`src/rtl/vga_line_fetch_ctrl.sv`:
```
// vga_line_fetch_ctrl: prefetches active display lines from a double-buffered frame buffer
// as fixed-length read bursts, tracking how far ahead of the display the fetch runs.
module vga_line_fetch_ctrl #(
    parameter int unsigned ADDR_WIDTH = 32,
    parameter logic [ADDR_WIDTH-1:0] FB_BASE0 = 32'h0000_0000,
    parameter logic [ADDR_WIDTH-1:0] FB_BASE1 = 32'h0010_0000,
    parameter int unsigned LINE_BYTES = 2560,
    parameter int unsigned LINE_STRIDE = 4096,
    parameter int unsigned BURST_BYTES = 256,
    parameter int unsigned V_ActivePix = 480,
    parameter int unsigned PREFETCH_LINES = 2
) (
    input  logic                  in_pclk,
    input  logic                  in_rstn,
    input  logic                  in_vs,
    input  logic                  in_de,
    input  logic                  in_frame_done,
    input  logic                  in_line_space,
    output logic                  out_rd_req,
    input  logic                  in_rd_ack,
    output logic [ADDR_WIDTH-1:0] out_rd_addr,
    output logic [15:0]           out_rd_len,
    output logic                  out_fb_sel,
    output logic                  out_underflow,
    output logic [15:0]           out_underflow_cnt
);
    localparam int unsigned BURSTS = LINE_BYTES / BURST_BYTES;

    typedef enum logic [1:0] {WAIT_VS, CHECK, REQ} state_t;
    state_t r_state, w_state_nxt;

    logic                  r_vs, r_vs_q, r_de, r_de_q;
    logic                  r_restart, r_swap_pend, r_fb_sel, r_underflow;
    logic [15:0]           r_uf_cnt;
    logic [10:0]           r_line_cnt;
    logic [7:0]            r_burst_cnt;
    logic [2:0]            r_ahead;
    logic [ADDR_WIDTH-1:0] r_rd_addr, w_line_addr;
    logic                  w_fs, w_le, w_de_rise, w_ack, w_last, w_start, w_inc, w_dec, w_issue;

    assign w_fs        = r_vs & ~r_vs_q;
    assign w_le        = ~r_de & r_de_q;
    assign w_de_rise   = r_de & ~r_de_q;
    assign w_ack       = (r_state == REQ) & in_rd_ack;
    assign w_last      = r_burst_cnt == 8'(BURSTS - 1);
    assign w_start     = (r_state == WAIT_VS) & (w_fs | r_restart);
    assign w_issue     = (r_state == CHECK) & (w_state_nxt == REQ);
    assign w_inc       = w_ack & w_last;
    assign w_dec       = w_le & (r_ahead != 3'd0);
    assign w_line_addr = (r_fb_sel ? FB_BASE1 : FB_BASE0)
                       + ADDR_WIDTH'(r_line_cnt) * ADDR_WIDTH'(LINE_STRIDE);

    assign out_rd_req        = r_state == REQ;
    assign out_rd_addr       = r_rd_addr;
    assign out_rd_len        = 16'(BURST_BYTES);
    assign out_fb_sel        = r_fb_sel;
    assign out_underflow     = r_underflow;
    assign out_underflow_cnt = r_uf_cnt;

    always_ff @(posedge in_pclk or negedge in_rstn) begin
        if (!in_rstn) r_state <= WAIT_VS;
        else          r_state <= w_state_nxt;
    end

    // A mid-frame FS detours through WAIT_VS so the restart actions happen in one place.
    always_comb begin
        w_state_nxt = r_state;
        case (r_state)
            WAIT_VS: w_state_nxt = (w_fs | r_restart) ? CHECK : WAIT_VS;
            CHECK: begin
                if (w_fs | r_restart)                                              w_state_nxt = WAIT_VS;
                else if (r_line_cnt == 11'(V_ActivePix))                           w_state_nxt = WAIT_VS;
                else if ((r_ahead < 3'(PREFETCH_LINES)) & in_line_space)           w_state_nxt = REQ;
            end
            REQ: begin
                if (in_rd_ack & (w_fs | r_restart)) w_state_nxt = WAIT_VS;
                else if (in_rd_ack & w_last)        w_state_nxt = CHECK;
            end
            default: w_state_nxt = WAIT_VS;
        endcase
    end

    always_ff @(posedge in_pclk or negedge in_rstn) begin
        if (!in_rstn) begin
            r_vs        <= 1'b0;
            r_vs_q      <= 1'b0;
            r_de        <= 1'b0;
            r_de_q      <= 1'b0;
            r_restart   <= 1'b0;
            r_swap_pend <= 1'b0;
            r_fb_sel    <= 1'b0;
            r_underflow <= 1'b0;
            r_uf_cnt    <= 16'd0;
            r_line_cnt  <= 11'd0;
            r_burst_cnt <= 8'd0;
            r_ahead     <= 3'd0;
            r_rd_addr   <= '0;
        end else begin
            r_vs   <= in_vs;
            r_vs_q <= r_vs;
            r_de   <= in_de;
            r_de_q <= r_de;
            if (w_fs) begin
                r_fb_sel    <= r_fb_sel ^ r_swap_pend;
                r_swap_pend <= in_frame_done;
            end else if (in_frame_done) begin
                r_swap_pend <= 1'b1;
            end
            if (w_start)                           r_restart <= 1'b0;
            else if (w_fs && r_state != WAIT_VS)   r_restart <= 1'b1;
            if (w_start) begin
                r_line_cnt  <= 11'd0;
                r_burst_cnt <= 8'd0;
            end else if (w_ack) begin
                r_burst_cnt <= w_last ? 8'd0 : r_burst_cnt + 8'd1;
                r_line_cnt  <= w_last ? r_line_cnt + 11'd1 : r_line_cnt;
            end
            if (w_start)              r_ahead <= 3'd0;
            else if (w_inc && !w_dec) r_ahead <= r_ahead + 3'd1;
            else if (!w_inc && w_dec) r_ahead <= r_ahead - 3'd1;
            if (w_issue)              r_rd_addr <= w_line_addr;
            else if (w_ack && !w_last) r_rd_addr <= r_rd_addr + ADDR_WIDTH'(BURST_BYTES);
            if (w_start) r_underflow <= 1'b0;
            if (w_de_rise && r_ahead == 3'd0) begin
                r_underflow <= 1'b1;
                if (r_uf_cnt != 16'hFFFF) r_uf_cnt <= r_uf_cnt + 16'd1;
            end
        end
    end
endmodule

```
`config.mk`:
```
export PLATFORM = sky130hd
export DESIGN_NAME = vga_line_fetch_ctrl
export DESIGN_NICKNAME = d
export VERILOG_FILES = /design/src/rtl/vga_line_fetch_ctrl.sv
export SDC_FILE = /design/constraint.sdc
export NUM_CORES = 1
export LEC_CHECK = 0
export CORE_ASPECT_RATIO = 1.5
export CORE_UTILIZATION = 56
export DETAILED_ROUTE_END_ITERATION = 12
export PLACE_DENSITY = 0.85
export RECOVER_POWER = 50
export SETUP_SLACK_MARGIN = 0.3
export SYNTH_ARGS = -nofsm -noshare
export SYNTH_HDL_FRONTEND = slang
export SYNTH_SLANG_ARGS = --single-unit
export TNS_END_PERCENT = 10
```
`constraint.sdc`:
```
create_clock -name in_pclk -period 6.5 [get_ports in_pclk]
set_input_delay 0.65 -clock in_pclk [delete_from_list [all_inputs] [get_ports in_pclk]]
set_output_delay 0.65 -clock in_pclk [all_outputs]
set_load 0.02 [all_outputs]
```
==> summary by stage <==
Setup path
In this run the critical register-to-register path is launched from r_line_cnt[0]$_DFFE_PN0P_. The worst path arrival time is 2.63 ns. Walking the worst path, the cells encountered are inv_1 > ha_1 > or4b_1 > or4_4 > nand4_1 > o211ai_1 > o31ai_1. Along the worst path, the maximum fanout reaches 13.

In this design, the stage delay of the slowest critical-path cell is 0.47 ns. The worst register-to-register path has a setup slack of 4.13 ns. The class of the most critical setup path is reg2reg.

The slowest stage of the critical path belongs to the cell dfrtp_1. STA classifies the critical path startpoint as a flip-flop. The worst path required time is 6.76 ns. The launch point of the critical path is r_line_cnt[0]$_DFFE_PN0P_.

The count of cells along the worst register-to-register path is 7. The worst setup path endpoint is out_rd_addr[31]$_DFFE_PN0P_. The critical path endpoint category is a flip-flop.

The endpoint of the most critical register-to-register path is out_rd_addr[31]$_DFFE_PN0P_.

Floorplan
Once the floorplan was initialized, standard cells occupied 58.6% of the core. During I/O placement, the number of pins put on the boundary was 74. The chip width is 69.7 microns. The floorplan die area is 7220 sq um. The number of placement rows is 36. The chip height is 104 microns.

The region available for standard cell placement spans 6580 sq um.

Routing
The first routing iteration left 209 violations. The final routed DRC violation total is 0. After detailed routing, the total wire length is 7950 microns. The final route contains 3116 vias.

The average vias per placed instance is 5.74. The count of nets left with antenna violations once routing finished came out at 0. After detailed routing, the average wire length per cell comes to 14.6 microns. The total iterations of the first detailed-routing run is 4.

Timing
The setup violation total in the final timing report is 0. The clock period minus worst slack is 2.37 ns. The final count of pins violating max slew was 0. The highest attainable clock frequency is 0.422 GHz. The actual slew at the worst max-slew pin is 0.913 ns. Across the routed clock network, the largest skew measured is 0.0104 ns. Setup repair after global routing left no endpoint under its margin. Of the available clock period, the critical path in the final layout requires 36.5%. The worst slack on hold paths is 0.403 ns.

The worst pin sits at a relative slew slack of 39.1%. The final hold violation count came to 0. Setup total negative slack on the finished layout was measured at 0 ns.

Synthesis
The proportion of register bits with asynchronous set or reset after synthesis is 100%. The top cell type by area accounts for 46.8% of the synthesized area. By instance count, the leading cell after synthesis is dfrtp_1. Yosys printed 0 warnings. The number of distinct standard cells referenced by the synthesized netlist is 43. The post-synth design cell area is 3850 sq um. After synthesis, the cell types taking the most area are dfrtp_1 (47%), buf_4 (4.7%), nand2_1 (4.2%), xnor2_1 (4.1%), xor2_1 (4.1%).

Summing the sequential cell areas from Yosys gives 46.8% of the chip area. The synthesized design contains 72 register bits. The mean cell area of the mapped netlist is 9.42 sq um. The synthesized design spends more area on one cell type than any other, namely dfrtp_1. After technology mapping, the gate count stands at 409.

For this run, the leading register cell type out of synthesis is dfrtp_1. In the synthesized netlist, the cells that appear most often are dfrtp_1 (72), nand2_1 (43), nor2_1 (35). The number of flops mapped to enable cells by yosys is 0.

Clock network
Post-CTS repair changed the size of 0 cells. The clock slew seen by the registers of the worst setup and hold paths is 0.08 ns. The clock passes through at most 2 buffers.

The clock latency on the worst-skew pair is 0.36 ns. The CTS tree is done. The setup fix buffers added after clock tree synthesis is 0.

In this run, CTS created clock tree buffers numbering 9. The level count of the clock H-tree is 3. The number of sinks on the clock net is 72. Buffers inserted to repair hold after CTS numbered 0. The clock root buffer is clkbuf_8.

Finish
The ratio of cells with drive above 1 in the final layout is 6.42%. The total number of nets in the final design is 478. Compared with the post-synthesis result, the final layout area differs by 16.4%. At the end of the flow the core is filled with cells to 68.2%. 0 antenna diodes ended up in the layout.

The final instance area is 4480 sq um.

Power and ir drop
The internal power of the cells totals 822 uW. The analysis attributes to net switching a power of 459 uW. Combinational cells account for 29.3% of the total power.

Dividing total power by cell area gives a power density of 286 nW/um^2. The sequential share of power is 45.2%. The final total power is 1280 uW. The clock network burns 25.6% of the power. The worst vdd rail ir drop is 250 uV. The leakage power of the design is 0.00197 uW.

The switching part of the total power is 35.9%.

Global route
The via count of the first global-routing pass came to 2992. The initial antenna violation count is 0. For this run the aggregate overflow at the end of global routing stands at 0. The first global-routing pass estimated 13500 microns of wire.

Entering global routing, the biggest net connects 73 pins. The total global-route track usage is 23.4%.

Hold path
The class of the tightest hold or removal check is reg2reg. The number of stages on the worst hold path is 0.

Placed design
The total placed instance area is 4300 sq um. The final weighted congestion in routability-driven placement is 0.800. The number of buffers inserted by port buffering is 49. The detailed placement HPWL is 5580 microns.

Run
The tool flagged a number of max-cap violations equal to 0.

Status
The run finished with clean final reports.
[state kept, by name (all words and copies together) (netlist names)]
signal / flops
out_fb_sel: 1
out_rd_addr: 24
out_underflow: 1
out_underflow_cnt: 16
r_ahead: 3
r_burst_cnt: 8
r_de: 1
r_de_q: 1
r_line_cnt: 11
r_restart: 1
r_state: 2
r_swap_pend: 1
r_vs: 1
r_vs_q: 1
[through the flow]
stage	std cells	setup WS, ns
finish	543	4.13
global route	543	3.94
CTS	543	4.14
detailed placement	527	3.78
global placement	527	3.90
floorplan	431	4.36
[kinds of logic after synthesis]
group | share of synthesized area, %
other cells | 0.195
buf+inv | 7.05
xor+xnor | 8.18
compound gates | 9.68
fa+ha+maj | 3.12
simple gates | 24.4
flops | 46.8
mux | 0.585
[critical path, delay by kind of cell, from the launching register on]
family,cells,cell delay (ns)
and+or+nand+nor,3,1.30
DFF,1,0.47
adders and majority gates,1,0.13
AOI/OAI and AO/OA,2,0.28
buffers and inverters,1,0.09
[metal layers]
layer / routed length [microns] / global-route usage [%]
met5: 0 / 0
met4: 159 / 11.0
met3: 394 / 5.84
met2: 4150 / 40.4
met1: 3240 / 27.0
[worst min-delay path by stage]
stage | from | end | slack (ns)
3_3_place_gp | r_de$_DFF_PN0_ | r_de_q$_DFF_PN0_ | 0.38
3_5_place_dp | r_de$_DFF_PN0_ | r_de_q$_DFF_PN0_ | 0.39
4_1_cts | r_de$_DFF_PN0_ | r_de_q$_DFF_PN0_ | 0.41
6_report | r_de$_DFF_PN0_ | r_de_q$_DFF_PN0_ | 0.40
2_1_floorplan | in_rstn | out_fb_sel$_DFFE_PN0P_ | 0.35
5_1_grt | r_de$_DFF_PN0_ | r_de_q$_DFF_PN0_ | 0.42
[cell type report]
type / count / area [sq um]
sequential: 72 / 1800
multi-input combinational: 317 / 1860
clock inverter: 5 / 31.3
tap: 76 / 95.1
timing repair buffer: 52 / 508
inverter: 10 / 37.5
fill: 539 / 2090
clock buffer: 11 / 151
[cell usage in the layout (no fill, tap or decap), types with 3 or more instances in the layout]
cell	instances
conb_1	24
buf_4	3
nand3_1	25
ha_1	8
and4_1	3
a21oi_1	13
clkinv_2	3
nor2b_1	4
or3_1	6
inv_1	10
o21ai_0	24
nor3_1	12
nand2_1	43
dfrtp_1	72
and2_1	4
dlygate4sd3_1	5
clkdlybuf4s50_1	43
a211oi_1	3
clkbuf_8	11
and3b_1	3
o211ai_1	6
or2_2	4
and3_1	9
nand4_1	19
a31oi_1	5
xnor2_1	18
nor4_1	3
xor2_1	18
o31ai_1	3
o21ai_1	5
nor2_1	35
nand2b_1	3
[power by group through the flow]
stage | registers (uW) | clock network [uW] | logic [uW]
2_1_floorplan | 624 | 0 | 194
3_3_place_gp | 582 | 0 | 366
3_5_place_dp | 585 | 0 | 375
4_1_cts | 578 | 332 | 378
5_1_grt | 589 | 351 | 408
6_report | 579 | 328 | 375
(Power assumes the default switching activity.)
